### config.mk
export PLATFORM = sky130hd
export DESIGN_NAME = slicer_sched_flat
export DESIGN_NICKNAME = d
export VERILOG_FILES = /design/src/rtl/slicer_pkg.sv /design/src/rtl/slicer_sched_if.sv /design/src/rtl/sign_slicer.sv /design/src/rtl/slicer_sched.sv /design/src/flat_wrapper.sv
export SDC_FILE = /design/constraint.sdc
export NUM_CORES = 1
export LEC_CHECK = 0
export BUFFER_PORTS_ARGS = -buffer_cell sky130_fd_sc_hd__buf_2
export CAP_MARGIN = 0
export CORE_UTILIZATION = 41
export CTS_CLUSTER_DIAMETER = 80
export CTS_CLUSTER_SIZE = 40
export DETAILED_ROUTE_END_ITERATION = 12
export PLACE_DENSITY_LB_ADDON = 0.12
export SLEW_MARGIN = 20
export SYNTH_ARGS = -nofsm -noshare
export SYNTH_HDL_FRONTEND = slang
export SYNTH_SLANG_ARGS = --single-unit
### constraint.sdc
create_clock -name i_clk -period 3.2 [get_ports i_clk]
set_clock_uncertainty 0.15 [all_clocks]
set_input_delay 0.48 -clock i_clk [delete_from_list [all_inputs] [get_ports i_clk]]
set_output_delay 0.48 -clock i_clk [all_outputs]
set_load 0.05 [all_outputs]
### src/rtl/slicer_pkg.sv
// Shared constants and helpers for the shared sign-slicer scheduler.
package slicer_pkg;

    typedef enum logic {
        ST_EMPTY = 1'b0,
        ST_FULL  = 1'b1
    } slot_state_e;

    // Index width for n items, never below one bit.
    function automatic int unsigned clog2(input int unsigned n);
        int unsigned r;
        r = 1;
        for (int unsigned i = 1; i < 32; i++) begin
            if ((32'd1 << i) < n) begin
                r = i + 1;
            end
        end
        return r;
    endfunction

    // +1 in a w-bit two's complement word.
    function automatic logic [31:0] dec_pos(input int unsigned w);
        return (w >= 2) ? 32'd1 : 32'd0;
    endfunction

    // -1 (all ones) in a w-bit two's complement word.
    function automatic logic [31:0] dec_neg(input int unsigned w);
        return 32'hFFFF_FFFF >> (32 - w);
    endfunction

    function automatic int unsigned rr_next(input int unsigned cur, input int unsigned n);
        return (cur + 1) % n;
    endfunction

endpackage

### src/rtl/slicer_sched_if.sv
// Requester and decision-consumer handshake bundle for slicer_sched.
interface slicer_sched_if #(
    parameter int unsigned NUM_REQ        = 4,
    parameter int unsigned DATA_IN_WIDTH  = 8,
    parameter int unsigned DATA_OUT_WIDTH = 4,
    parameter int unsigned CNT_WIDTH      = 16
);
    import slicer_pkg::*;

    localparam int unsigned ID_WIDTH = clog2(NUM_REQ);

    logic [NUM_REQ-1:0]               i_req_valid;
    logic [NUM_REQ*DATA_IN_WIDTH-1:0] i_req_data;
    logic [NUM_REQ-1:0]               o_req_ready;
    logic                             o_dec_valid;
    logic [DATA_OUT_WIDTH-1:0]        o_dec_data;
    logic [ID_WIDTH-1:0]              o_dec_id;
    logic                             i_dec_ready;
    logic [CNT_WIDTH-1:0]             o_dec_count;

    modport slave (
        input  i_req_valid,
        input  i_req_data,
        input  i_dec_ready,
        output o_req_ready,
        output o_dec_valid,
        output o_dec_data,
        output o_dec_id,
        output o_dec_count
    );

    modport master (
        output i_req_valid,
        output i_req_data,
        output i_dec_ready,
        input  o_req_ready,
        input  o_dec_valid,
        input  o_dec_data,
        input  o_dec_id,
        input  o_dec_count
    );

endinterface

### src/rtl/sign_slicer.sv
// Hard sign decision: MSB clear (including zero) gives +1, MSB set gives -1.
module sign_slicer
    import slicer_pkg::*;
#(
    parameter int unsigned DATA_IN_WIDTH  = 8,
    parameter int unsigned DATA_OUT_WIDTH = 4
) (
    input  logic [DATA_IN_WIDTH-1:0]  sample,
    output logic [DATA_OUT_WIDTH-1:0] decision_c
);

    localparam logic [DATA_OUT_WIDTH-1:0] DEC_POS = DATA_OUT_WIDTH'(dec_pos(DATA_OUT_WIDTH));
    localparam logic [DATA_OUT_WIDTH-1:0] DEC_NEG = DATA_OUT_WIDTH'(dec_neg(DATA_OUT_WIDTH));

    // Only the sign bit matters; the magnitude bits are deliberately dropped.
    logic unused_mag;
    assign unused_mag = ^sample[DATA_IN_WIDTH-2:0];

    assign decision_c = sample[DATA_IN_WIDTH-1] ? DEC_NEG : DEC_POS;

endmodule

### src/rtl/slicer_sched.sv
// Round-robin arbiter sharing one sign slicer across NUM_REQ requesters,
// with a single registered decision slot and an accepted-decision counter.
module slicer_sched
    import slicer_pkg::*;
#(
    parameter int unsigned NUM_REQ        = 4,
    parameter int unsigned DATA_IN_WIDTH  = 8,
    parameter int unsigned DATA_OUT_WIDTH = 4,
    parameter int unsigned CNT_WIDTH      = 16
) (
    input  logic          i_clk,
    input  logic          i_rst,
    slicer_sched_if.slave bus
);

    localparam int unsigned ID_WIDTH = clog2(NUM_REQ);
    localparam logic [ID_WIDTH-1:0] LAST_RST = ID_WIDTH'(NUM_REQ - 1);

    slot_state_e               state;
    logic [ID_WIDTH-1:0]       last_grant;
    logic [ID_WIDTH-1:0]       sel_idx;
    logic                      sel_found;
    logic                      slot_free;
    logic                      xfer;
    logic [NUM_REQ-1:0]        grant_c;
    logic [DATA_IN_WIDTH-1:0]  sel_sample;
    logic [DATA_OUT_WIDTH-1:0] sel_dec;
    logic [DATA_OUT_WIDTH-1:0] dec_data_q;
    logic [ID_WIDTH-1:0]       dec_id_q;
    logic [CNT_WIDTH-1:0]      count_q;

    assign slot_free = (state == ST_EMPTY) || bus.i_dec_ready;

    // First valid requester after the last grant, wrapping modulo NUM_REQ.
    always_comb begin : rr_search
        int unsigned         idx;
        logic [ID_WIDTH-1:0] cand;
        sel_found = 1'b0;
        sel_idx   = last_grant;
        idx       = 32'(last_grant);
        cand      = last_grant;
        for (int unsigned i = 0; i < NUM_REQ; i++) begin
            idx  = rr_next(idx, NUM_REQ);
            cand = ID_WIDTH'(idx);
            if (!sel_found && bus.i_req_valid[cand]) begin
                sel_found = 1'b1;
                sel_idx   = cand;
            end
        end
    end

    always_comb begin : grant_gen
        grant_c = '0;
        if (slot_free && sel_found && !i_rst) begin
            grant_c[sel_idx] = 1'b1;
        end
    end

    assign xfer            = slot_free && sel_found && !i_rst;
    assign bus.o_req_ready = grant_c;
    assign sel_sample      = bus.i_req_data[32'(sel_idx) * DATA_IN_WIDTH +: DATA_IN_WIDTH];

    sign_slicer #(
        .DATA_IN_WIDTH (DATA_IN_WIDTH),
        .DATA_OUT_WIDTH(DATA_OUT_WIDTH)
    ) u_slicer (
        .sample    (sel_sample),
        .decision_c(sel_dec)
    );

    // Slot FSM, priority pointer and counter; slot contents hold under stall.
    always_ff @(posedge i_clk) begin
        if (i_rst) begin
            state      <= ST_EMPTY;
            dec_data_q <= '0;
            dec_id_q   <= '0;
            count_q    <= '0;
            last_grant <= LAST_RST;
        end else begin
            if ((state == ST_FULL) && bus.i_dec_ready) begin
                count_q <= count_q + CNT_WIDTH'(1);
            end
            if (xfer) begin
                dec_data_q <= sel_dec;
                dec_id_q   <= sel_idx;
                last_grant <= sel_idx;
            end
            unique case (state)
                ST_EMPTY: begin
                    if (xfer) begin
                        state <= ST_FULL;
                    end
                end
                ST_FULL: begin
                    if (!xfer && bus.i_dec_ready) begin
                        state <= ST_EMPTY;
                    end
                end
                default: state <= ST_EMPTY;
            endcase
        end
    end

    assign bus.o_dec_valid = (state == ST_FULL);
    assign bus.o_dec_data  = dec_data_q;
    assign bus.o_dec_id    = dec_id_q;
    assign bus.o_dec_count = count_q;

endmodule
### src/flat_wrapper.sv
// flat-port wrapper written by rule: the top's interface ports become plain ports
module slicer_sched_flat import slicer_pkg::*;
#(
    parameter int unsigned NUM_REQ        = 4,
    parameter int unsigned DATA_IN_WIDTH  = 8,
    parameter int unsigned DATA_OUT_WIDTH = 4,
    parameter int unsigned CNT_WIDTH      = 16
)
  (i_clk, i_rst, bus_i_req_valid, bus_i_req_data, bus_i_dec_ready, bus_o_req_ready, bus_o_dec_valid, bus_o_dec_data, bus_o_dec_id, bus_o_dec_count);
  slicer_sched_if #(.NUM_REQ(NUM_REQ), .DATA_IN_WIDTH(DATA_IN_WIDTH), .DATA_OUT_WIDTH(DATA_OUT_WIDTH), .CNT_WIDTH(CNT_WIDTH)) bus_i ();
  input  logic i_clk;
  input  logic i_rst;
  input wire logic [$bits(bus_i.i_req_valid)-1:0] bus_i_req_valid;
  input wire logic [$bits(bus_i.i_req_data)-1:0] bus_i_req_data;
  input wire logic [$bits(bus_i.i_dec_ready)-1:0] bus_i_dec_ready;
  output wire logic [$bits(bus_i.o_req_ready)-1:0] bus_o_req_ready;
  output wire logic [$bits(bus_i.o_dec_valid)-1:0] bus_o_dec_valid;
  output wire logic [$bits(bus_i.o_dec_data)-1:0] bus_o_dec_data;
  output wire logic [$bits(bus_i.o_dec_id)-1:0] bus_o_dec_id;
  output wire logic [$bits(bus_i.o_dec_count)-1:0] bus_o_dec_count;
  assign bus_i.i_req_valid = bus_i_req_valid;
  assign bus_i.i_req_data = bus_i_req_data;
  assign bus_i.i_dec_ready = bus_i_dec_ready;
  assign bus_o_req_ready = bus_i.o_req_ready;
  assign bus_o_dec_valid = bus_i.o_dec_valid;
  assign bus_o_dec_data = bus_i.o_dec_data;
  assign bus_o_dec_id = bus_i.o_dec_id;
  assign bus_o_dec_count = bus_i.o_dec_count;
  slicer_sched #(.NUM_REQ(NUM_REQ), .DATA_IN_WIDTH(DATA_IN_WIDTH), .DATA_OUT_WIDTH(DATA_OUT_WIDTH), .CNT_WIDTH(CNT_WIDTH)) u_core (.i_clk(i_clk), .i_rst(i_rst), .bus(bus_i));
endmodule
# After elaboration in Yosys (flattened, before gate mapping)

Cells that the tools add are included.

Reductions and logical operators: 14
$mul: 0
Shifts and indexed selects: 1
Add/sub/neg operators: 5
Order comparisons: 6
Bitwise gates (word level): 1
Div/mod/pow operators: 0
Eq/ne operators: 0
Multiplexer cells: 23

Operators with widths:

| kind                                                                                 | count |
|---|---|
| 32-bit by 6-bit indexed part select with 8-bit output                                | 1 |
| 16-bit by 1-bit adder with 16-bit output (second input constant)                     | 1 |
| 2-bit by 3-bit < comparator with 1-bit output (second input constant)                | 5 |
| 1-bit 2-to-1 mux                                                                     | 11 |
| 2-bit by 1-bit adder with 2-bit output (second input constant)                       | 4 |
| 1-bit binary-select mux with 2-bit select                                            | 4 |
| 1-bit logical AND                                                                    | 8 |
| 2-bit 2-to-1 mux                                                                     | 4 |
| 4-bit 2-to-1 mux                                                                     | 2 |
| 1-bit zero test                                                                      | 5 |
| 1-bit demux with 2-bit select                                                        | 1 |
| 2-bit by 1-bit greater-or-equal comparator with 1-bit output (second input constant) | 1 |
| 1-bit case mux with 2 select lines                                                   | 1 |
| 1-bit logical OR                                                                     | 1 |
| 1-bit NOT                                                                            | 1 |

Bits in latches: 0
Output and inout port bits: 27
Word-level logic and storage cells: 55
Memories kept: 0
Bits of input ports: 39
Memory bits (read-only): 0
RAM bits: 0
Bits in registers: 25

# Depth between registers and ports, before layout

Gate-level depths: netlist (run 1).

Depth in word-level cells: 19
Mapped depth: 6
Gate-level depth less buffers: 6

# Modules after synthesis

A second synthesis (run 1) with hierarchy kept.

Cells, all modules: 170
Area total of the unflattened synthesis: 1478.9 µm²

By module, submodules not included:

| module       | cells an instance | times used | area an instance (µm²) | sequential area each (µm²) |
|---|---|---|---|---|
| slicer_sched | 165               | 1          | 1445.1                 | 500.5 |
| sign_slicer  | 5                 | 1          | 33.8                   | 0.0 |

# Least setup slack after synthesis (run 1)

OpenSTA, ideal clock, no wires.

Path kind: in2out
From: in bus_i_req_valid[3]
To: out bus_o_req_ready[0]
Stages on the path: 5
Arrival time: 1749 ps
Path buffers: 0
Slack: 821 ps
Required time: 2570 ps
Path through: and3b_1 > a211o_1 > o31ai_1 > nand2_1 > nor2_1

Word-level cells in the longest chain between the ends: 17
Elaborated cells on any way between the ends: 30
Those cells by class: order compare (2); mux (19); reduce/logical (9)

Ends and longest elaborated chain:

| what                                                                                                                                                | RTL line           | RTL |
|---|---|---|
| start: declaration                                                                                                                                  | flat_wrapper.sv:13 | `input wire logic [$bits(bus_i.i_req_valid)-1:0] bus_i_req_valid;` |
| 1-bit binary-select mux with 2-bit select                                                                                                           | slicer_sched.sv:45 | `if (!sel_found && bus.i_req_valid[cand]) begin` |
| 1-bit 2-to-1 mux (not written as such)                                                                                                              | slicer_sched.sv:45 |  |
| 1-bit 2-to-1 mux                                                                                                                                    | slicer_sched.sv:45 |  |
| 1-bit zero test                                                                                                                                     | slicer_sched.sv:45 |  |
| 1-bit logical AND                                                                                                                                   | slicer_sched.sv:45 |  |
| 1-bit 2-to-1 mux                                                                                                                                    | slicer_sched.sv:45 |  |
| 1-bit zero test                                                                                                                                     | slicer_sched.sv:45 |  |
| 1-bit logical AND                                                                                                                                   | slicer_sched.sv:45 |  |
| 1-bit 2-to-1 mux                                                                                                                                    | slicer_sched.sv:45 |  |
| 1-bit zero test                                                                                                                                     | slicer_sched.sv:45 |  |
| 1-bit logical AND                                                                                                                                   | slicer_sched.sv:45 |  |
| 2-bit 2-to-1 mux                                                                                                                                    | slicer_sched.sv:45 |  |
| 2-bit by 3-bit < comparator with 1-bit output (not written as such) or 2-bit by 1-bit greater-or-equal comparator with 1-bit output (tied branches) | slicer_sched.sv:55 | `grant_c[sel_idx] = 1'b1;` |
| 1-bit logical AND (not written as such)                                                                                                             | slicer_sched.sv:55 |  |
| 1-bit 2-to-1 mux (not written as such)                                                                                                              | slicer_sched.sv:55 |  |
| 1-bit demux with 2-bit select                                                                                                                       | -                  |  |
| 4-bit 2-to-1 mux *                                                                                                                                  | slicer_sched.sv:54 | `if (slot_free && sel_found && !i_rst) begin` |
| end: declaration                                                                                                                                    | flat_wrapper.sv:16 | `output wire logic [$bits(bus_i.o_req_ready)-1:0] bus_o_req_ready;` |

Mark *: on every way between the ends. The rest lies on a longest branch, timed or not. The select of a mux whose other input is x is not followed.

# Final worst setup path (run 1)

From: reg u_core.last_grant[1]
To: out bus_o_req_ready[1]

Word-level cells in the longest chain between the ends: 18
Elaborated cells on any way between the ends: 34
Those cells by class: add/sub (4); order compare (2); mux (19); reduce/logical (9)

Ends and longest elaborated chain:

| what                                                                                                   | RTL line           | RTL |
|---|---|---|
| start: declaration                                                                                     | slicer_sched.sv:20 | `logic [ID_WIDTH-1:0] last_grant;` |
| start signal: assignment                                                                               | slicer_sched.sv:86 | `last_grant <= sel_idx;` |
| parallel branches: the longest is 17 deep, another holds 2-bit by 3-bit < comparator with 1-bit output | -                  |  |
| 4-bit 2-to-1 mux *                                                                                     | slicer_sched.sv:54 |  |

Mark *: on every way between the ends. The select of a mux whose other input is x is not followed.

==> flow_metrics.tcl, run 1 <==
set metrics [dict create \
    die_x_um 55.5 \
    coreArea_mm2 0.00273 \
    hold_violations 0 \
    port-buffer-count 37 \
    synth_edf_count 0 \
    multi_input_area_um2 652 \
    period_minus_slack_ns 2.53 \
    timing.setup.tns_ns 0 \
    status "completed" \
    vdd_ir_drop_max_v 0.000296 \
    hold_buffers 0 \
    start_util_pct 42.9 \
    num-nets-final 210 \
    dp.cells 196 \
    power_leakage_nw 0.621 \
    fin_area_mm2 0.00138 \
    drtAntennaViolNets 0 \
    fp-row-count 19 \
    synth_cell_types 37 \
    ys.flop_type "dfxtp_1" \
    power_density_mw_per_mm2 416 \
    rsz0062_at_grt "no" \
    die_h_um 55.5 \
    io_pins 66 \
    antenna_cells 0 \
    cts_resized 0 \
    placed_area_mm2 0.00136 \
    vias 975 \
    grt_usage_pct 15.1 \
    crit_required_ns 2.57 \
    start_kind "flip-flop" \
    overflow 0 \
    seq_area_um2 460 \
    drive_above_1_share_pct 32.5 \
    clock_sinks 23 \
    total_power_mw 0.574 \
    maxCapViolCount 0 \
    cts_buffer_depth 2 \
    ys_warn_count 0 \
    synth_seq_area_share_pct 39.2 \
    post-cts-setup-buffer-count 0 \
    path_class "flip-flop to output port" \
    worstPathArrival_ns 1.90 \
    insertion_delay_ns 0.30 \
    grt_max_degree 26 \
    gp_congestion 0.689 \
    synthCells 136 \
    hpwl_um 1630 \
    min_path_type "input port to flip-flop" \
    grt_pass1_vias 900 \
    clock-root-buffer "clkbuf_4" \
    min_period_over_period_pct 79.1 \
    ys_ff_latch 23 \
    synthesis.area_mm2 0.00117 \
    slew_violations 0 \
    finalWirelength_um 2160 \
    fin_cells 200 \
    drt_pre_antenna_iters 4 \
    avgSynthCellArea_um2 8.63 \
    via_per_inst 4.88 \
    cp_max_fo 8 \
    wl_per_cell_um 10.8 \
    clk_pin_slew_ns 0.12 \
    area_delta_synth_final_pct 17.8 \
    synthArstFlopShare_pct 0 \
    antenna_found_initial 0 \
    numCtsBuffers 3 \
    drt-initial-drc-count 31 \
    setup_viol 0 \
    fillCellCount 299 \
    htree_levels 1 \
    worst_pin_slew_ns 0.482 \
    grt_pass1_wl_um 3790 \
    fp.dieArea_mm2 0.00308 \
    drc 0 \
    syn-num-nets 176 \
    slew_headroom_pct 67.6 \
    endpoint_kind "output port" \
    cts_tree "built" \
    fmax_mhz 395 \
]
cell families after synthesis:
kind of cell / share of synthesized area (%)
muxes: 3.52
xor gates and xnor gates: 9.70
and+or+nand+nor: 32.6
AOI/OAI and AO/OA: 8.64
adders and majority gates: 1.07
buffers and inverters: 5.22
DFF: 39.2
state kept, by name (all words and copies together) (netlist names):
signal	cells
u_core.bus.o_dec_count	16
u_core.bus.o_dec_data	2
u_core.last_grant	2
u_core.bus.o_dec_valid	1
u_core.bus.o_dec_id	2
final cells by class:
cell class                      count  share of cell area (%)
Clock inverter                      1                   0.362
Timing Repair Buffer               37                    13.4
Multi-Input combinational cell    100                    47.1
Inverter                            5                    1.36
Sequential cell                    23                    33.3
Clock buffer                        3                    1.63
Tap cell                           31                    2.81
routing by layer:
layer / GRT usage (%) / part of all wire, %
met5: 0 / 0
met4: 6.79 / 0.79
met3: 3.28 / 4.0
met2: 26.5 / 48
met1: 17.5 / 48
synthesized netlist by cell type (2+ instances only):
cell type  number  share of area [%]
nor3_2          4                3.4
nand2b_1        4                2.1
dfxtp_1        23                 39
a21oi_1         7                3.0
inv_1           4                1.3
nand3_1         7                3.0
nor2b_1         2                1.1
nand2_1        10                3.2
o21ai_0         2               0.85
buf_4           3                1.9
xor2_1          5                3.7
nor2_1         26                8.3
clkbuf_1        4                1.3
xnor2_1         8                6.0
a211oi_1        2                1.3
or2_1           2                1.1
mux2i_1         3                2.6
path summary, 6_finish.rpt:
check	endpoint	slack, ns	cells after the start	from
max	bus_o_req_ready[1]	0.67	6	u_core.last_grant[1]
min	u_core.bus.o_dec_count[1]	0.31	3	bus_i_dec_ready
min reg2reg	u_core.bus.o_dec_data[0]	0.33	2	u_core.bus.o_dec_data[0]
max reg2reg	u_core.bus.o_dec_data[2]	1.48	5	u_core.last_grant[1]
critical path, stage by stage, from the launching register on:
cell     delay (ns)
dfxtp_1        0.52
a21oi_1        0.12
a211o_1        0.27
o31ai_1        0.13
nand2_1        0.17
nor2_1         0.12
buf_2          0.27
layout by cell type (no fill, tap or decap), types with 3 or more instances in the layout:
cell type,synthesis,routed
buf_2,1,37
nor2_1,26,26
dfxtp_1,23,23
nand2_1,10,10
xnor2_1,8,8
a21oi_1,7,7
nand3_1,7,7
xor2_1,5,5
nand2b_1,4,4
inv_1,4,4
nor3_2,4,4
mux2i_1,3,3
clkbuf_4,0,3
power breakdown:
group | internal [mW] | switching [mW] | leakage, nW
sequential | 0.298 | 0.0123 | 0.188
combinational | 0.0374 | 0.0960 | 0.416
clock | 0.0466 | 0.0846 | 0.0177
total | 0.382 | 0.193 | 0.621
through the flow:
| stage | setup WS, ns | util [%] | hold WS (ns) |
|---|---|---|---|
| floorplan | 0.821 | - | 0.444 |
| global placement | 0.883 | 49.6 | 0.296 |
| detailed placement | 0.849 | 49.6 | 0.316 |
| CTS | 0.631 | 50.6 | 0.297 |
| global route | 0.445 | 50.6 | 0.300 |
| finish | 0.668 | 50.6 | 0.311 |
(Power assumes the default switching activity.)
==> run 2: changes to the inputs <==
==> constraint.sdc (replaced) <==
create_clock -name i_clk -period 2.6 [get_ports i_clk]
set_clock_uncertainty 0.15 [all_clocks]
set_input_delay 0.39 -clock i_clk [delete_from_list [all_inputs] [get_ports i_clk]]
set_output_delay 0.39 -clock i_clk [all_outputs]
set_load 0.05 [all_outputs]
==> run 2 against run 1 <==
Effect of this change:
- register-to-register slack worse by 0.55 ns
- routed wire length unchanged
- worst hold slack worse by 0.090 ns
- sequential share of layout area up 0.060 points
- core utilization about the same
- largest power group unchanged
- cell area about the same
- highest routed layer unchanged
- non-clock buffer count unchanged
- worst setup slack worse by 0.45 ns
- via count unchanged
==> flow_metrics.tcl, run 2 (same netlist as run 1, synthesis figures left out) <==
set metrics [dict create \
    fp-row-count 19 \
    largest_reg_flops 16 \
    htree_levels 1 \
    setup_viol 0 \
    wl_per_cell_um 10.8 \
    min_period_over_period_pct 91.5 \
    cp.buffers_inverters 1 \
    coreArea_mm2 0.00273 \
    start_kind "flip-flop" \
    grt_usage_pct 15.1 \
    status "completed" \
    final_cell_mix "37 x buf_2, 26 x nor2_1, 22 x dfxtp_1" \
    power_leakage_nw 0.621 \
    post-route-util_pct 50.6 \
    multi_input_area_um2 652 \
    rsz0062_at_grt "no" \
    cp_slowest_cell "dfxtp_1" \
    grt_pass1_wl_um 3790 \
    fmax_mhz 420 \
    drtAntennaViolNets 0 \
    total_power_mw 0.708 \
    fin_area_mm2 0.00138 \
    area_delta_synth_final_pct 17.9 \
    maxCapViolCount 0 \
    die_x_um 55.5 \
    swShare_pct 33.6 \
    holdWs_ns 0.221 \
    path_cells "and3b_1 > a211o_1 > o31ai_1 > nand2_1 > nor2_1 > buf_2" \
    hpwl_um 1630 \
    min_path_type "input port to flip-flop" \
    overflow 0 \
    insertion_delay_ns 0.30 \
    pwr-share-clk_pct 22.8 \
    antenna_cells 0 \
    seq_area_um2 462 \
    critical-path-top-delay-family "simple AND/OR/NAND/NOR gates" \
    slew_violations 0 \
    power_density_mw_per_mm2 511 \
    p_switching_mw 0.237 \
    worst_pin_slew_ns 0.482 \
    placed_area_mm2 0.00136 \
    cts_buffer_depth 2 \
    antenna_found_initial 0 \
    seqPwrFrac_pct 54.0 \
    slew_headroom_pct 67.6 \
    finalWirelength_um 2160 \
    drc 0 \
    p_int_mw 0.470 \
    die_h_um 55.5 \
    via_per_inst 4.88 \
    path_class "flip-flop to output port" \
    combPwrFrac_pct 23.2 \
    crit_required_ns 2.06 \
    worstPathArrival_ns 1.84 \
    cp_max_fo 5 \
    hold_buffers 0 \
    fp.dieArea_mm2 0.00308 \
    io_pins 66 \
    drive_above_1_share_pct 33.1 \
    numCtsBuffers 3 \
    timing.setup.tns_ns 0 \
    clk_pin_slew_ns 0.12 \
    fillCellCount 299 \
    hold_violations 0 \
    gp_congestion 0.689 \
    period_minus_slack_ns 2.38 \
    post-cts-setup-buffer-count 0 \
    grt_pass1_vias 900 \
    drt_pre_antenna_iters 4 \
    cpPeakStageDelay_ns 0.43 \
    vdd_ir_drop_max_v 0.000365 \
    cts_resized 0 \
    clock_sinks 23 \
    port-buffer-count 37 \
    drt-initial-drc-count 31 \
    endpoint_kind "output port" \
    grt_max_degree 26 \
    vias 975 \
    num-nets-final 210 \
    start_util_pct 42.9 \
    final_common_cell "buf_2" \
    clock-root-buffer "clkbuf_4" \
    cts_tree "built" \
]
run 2: cell types whose count changed in the layout (fill, tap and decap cells not counted):
cell / delta
dfxtp_1: -1
dfxtp_2: +1
run 2: stage by stage:
| step | cells | setup slack [ns] |
|---|---|---|
| 3_3_place_gp | 196 | 0.463 |
| 2_1_floorplan | 136 | 0.364 |
| 5_1_grt | 200 | 0.0119 |
| 4_1_cts | 200 | 0.121 |
| 6_report | 200 | 0.220 |
| 3_5_place_dp | 196 | 0.429 |
run 2: worst register-to-register path: cells and delay by family (launching register included):
kind	cells	cell delay, ns
AND/OR/NAND/NOR	4	0.71
adder cells (fa/ha/maj)	1	0.20
AO/OA/AOI/OAI	1	0.14
flip-flops	1	0.42
run 2: per-layer routing:
layer	part of all wire (%)	vias to the layer above	wire, um	GRT usage (%)
met5	0	-	0	0
met4	0.79	0	17	6.79
met3	4.0	2	86	3.28
met2	48	24	1030	26.5
met1	48	436	1030	17.5
li1	-	513	-	-
run 2: power by group through the flow:
stage	Clock [mW]	Combinational, mW	Sequential, mW
floorplan	0	0.103	0.419
global placement	0	0.163	0.388
detailed placement	0	0.165	0.389
CTS	0.172	0.166	0.381
global route	0.190	0.177	0.385
finish	0.161	0.164	0.382
run 2: layout make-up:
cell class,count,area share (%)
Multi-Input combinational cell,100,47.1
Timing Repair Buffer,37,13.4
Clock inverter,1,0.362
Tap cell,31,2.80
Inverter,5,1.36
Sequential cell,23,33.4
Clock buffer,3,1.63
run 2: path summary, 6_finish.rpt:
path                                                 from                    endpoint  slack (ns)  depth (start not counted)
worst max register to register  u_core.bus.o_dec_count[0]  u_core.bus.o_dec_count[12]        0.93                          6
worst min register to register   u_core.bus.o_dec_data[0]    u_core.bus.o_dec_data[0]        0.33                          2
worst min-delay path                      bus_i_dec_ready   u_core.bus.o_dec_count[1]        0.22                          3
worst max-delay path                 u_core.last_grant[0]          bus_o_req_ready[1]        0.22                          6
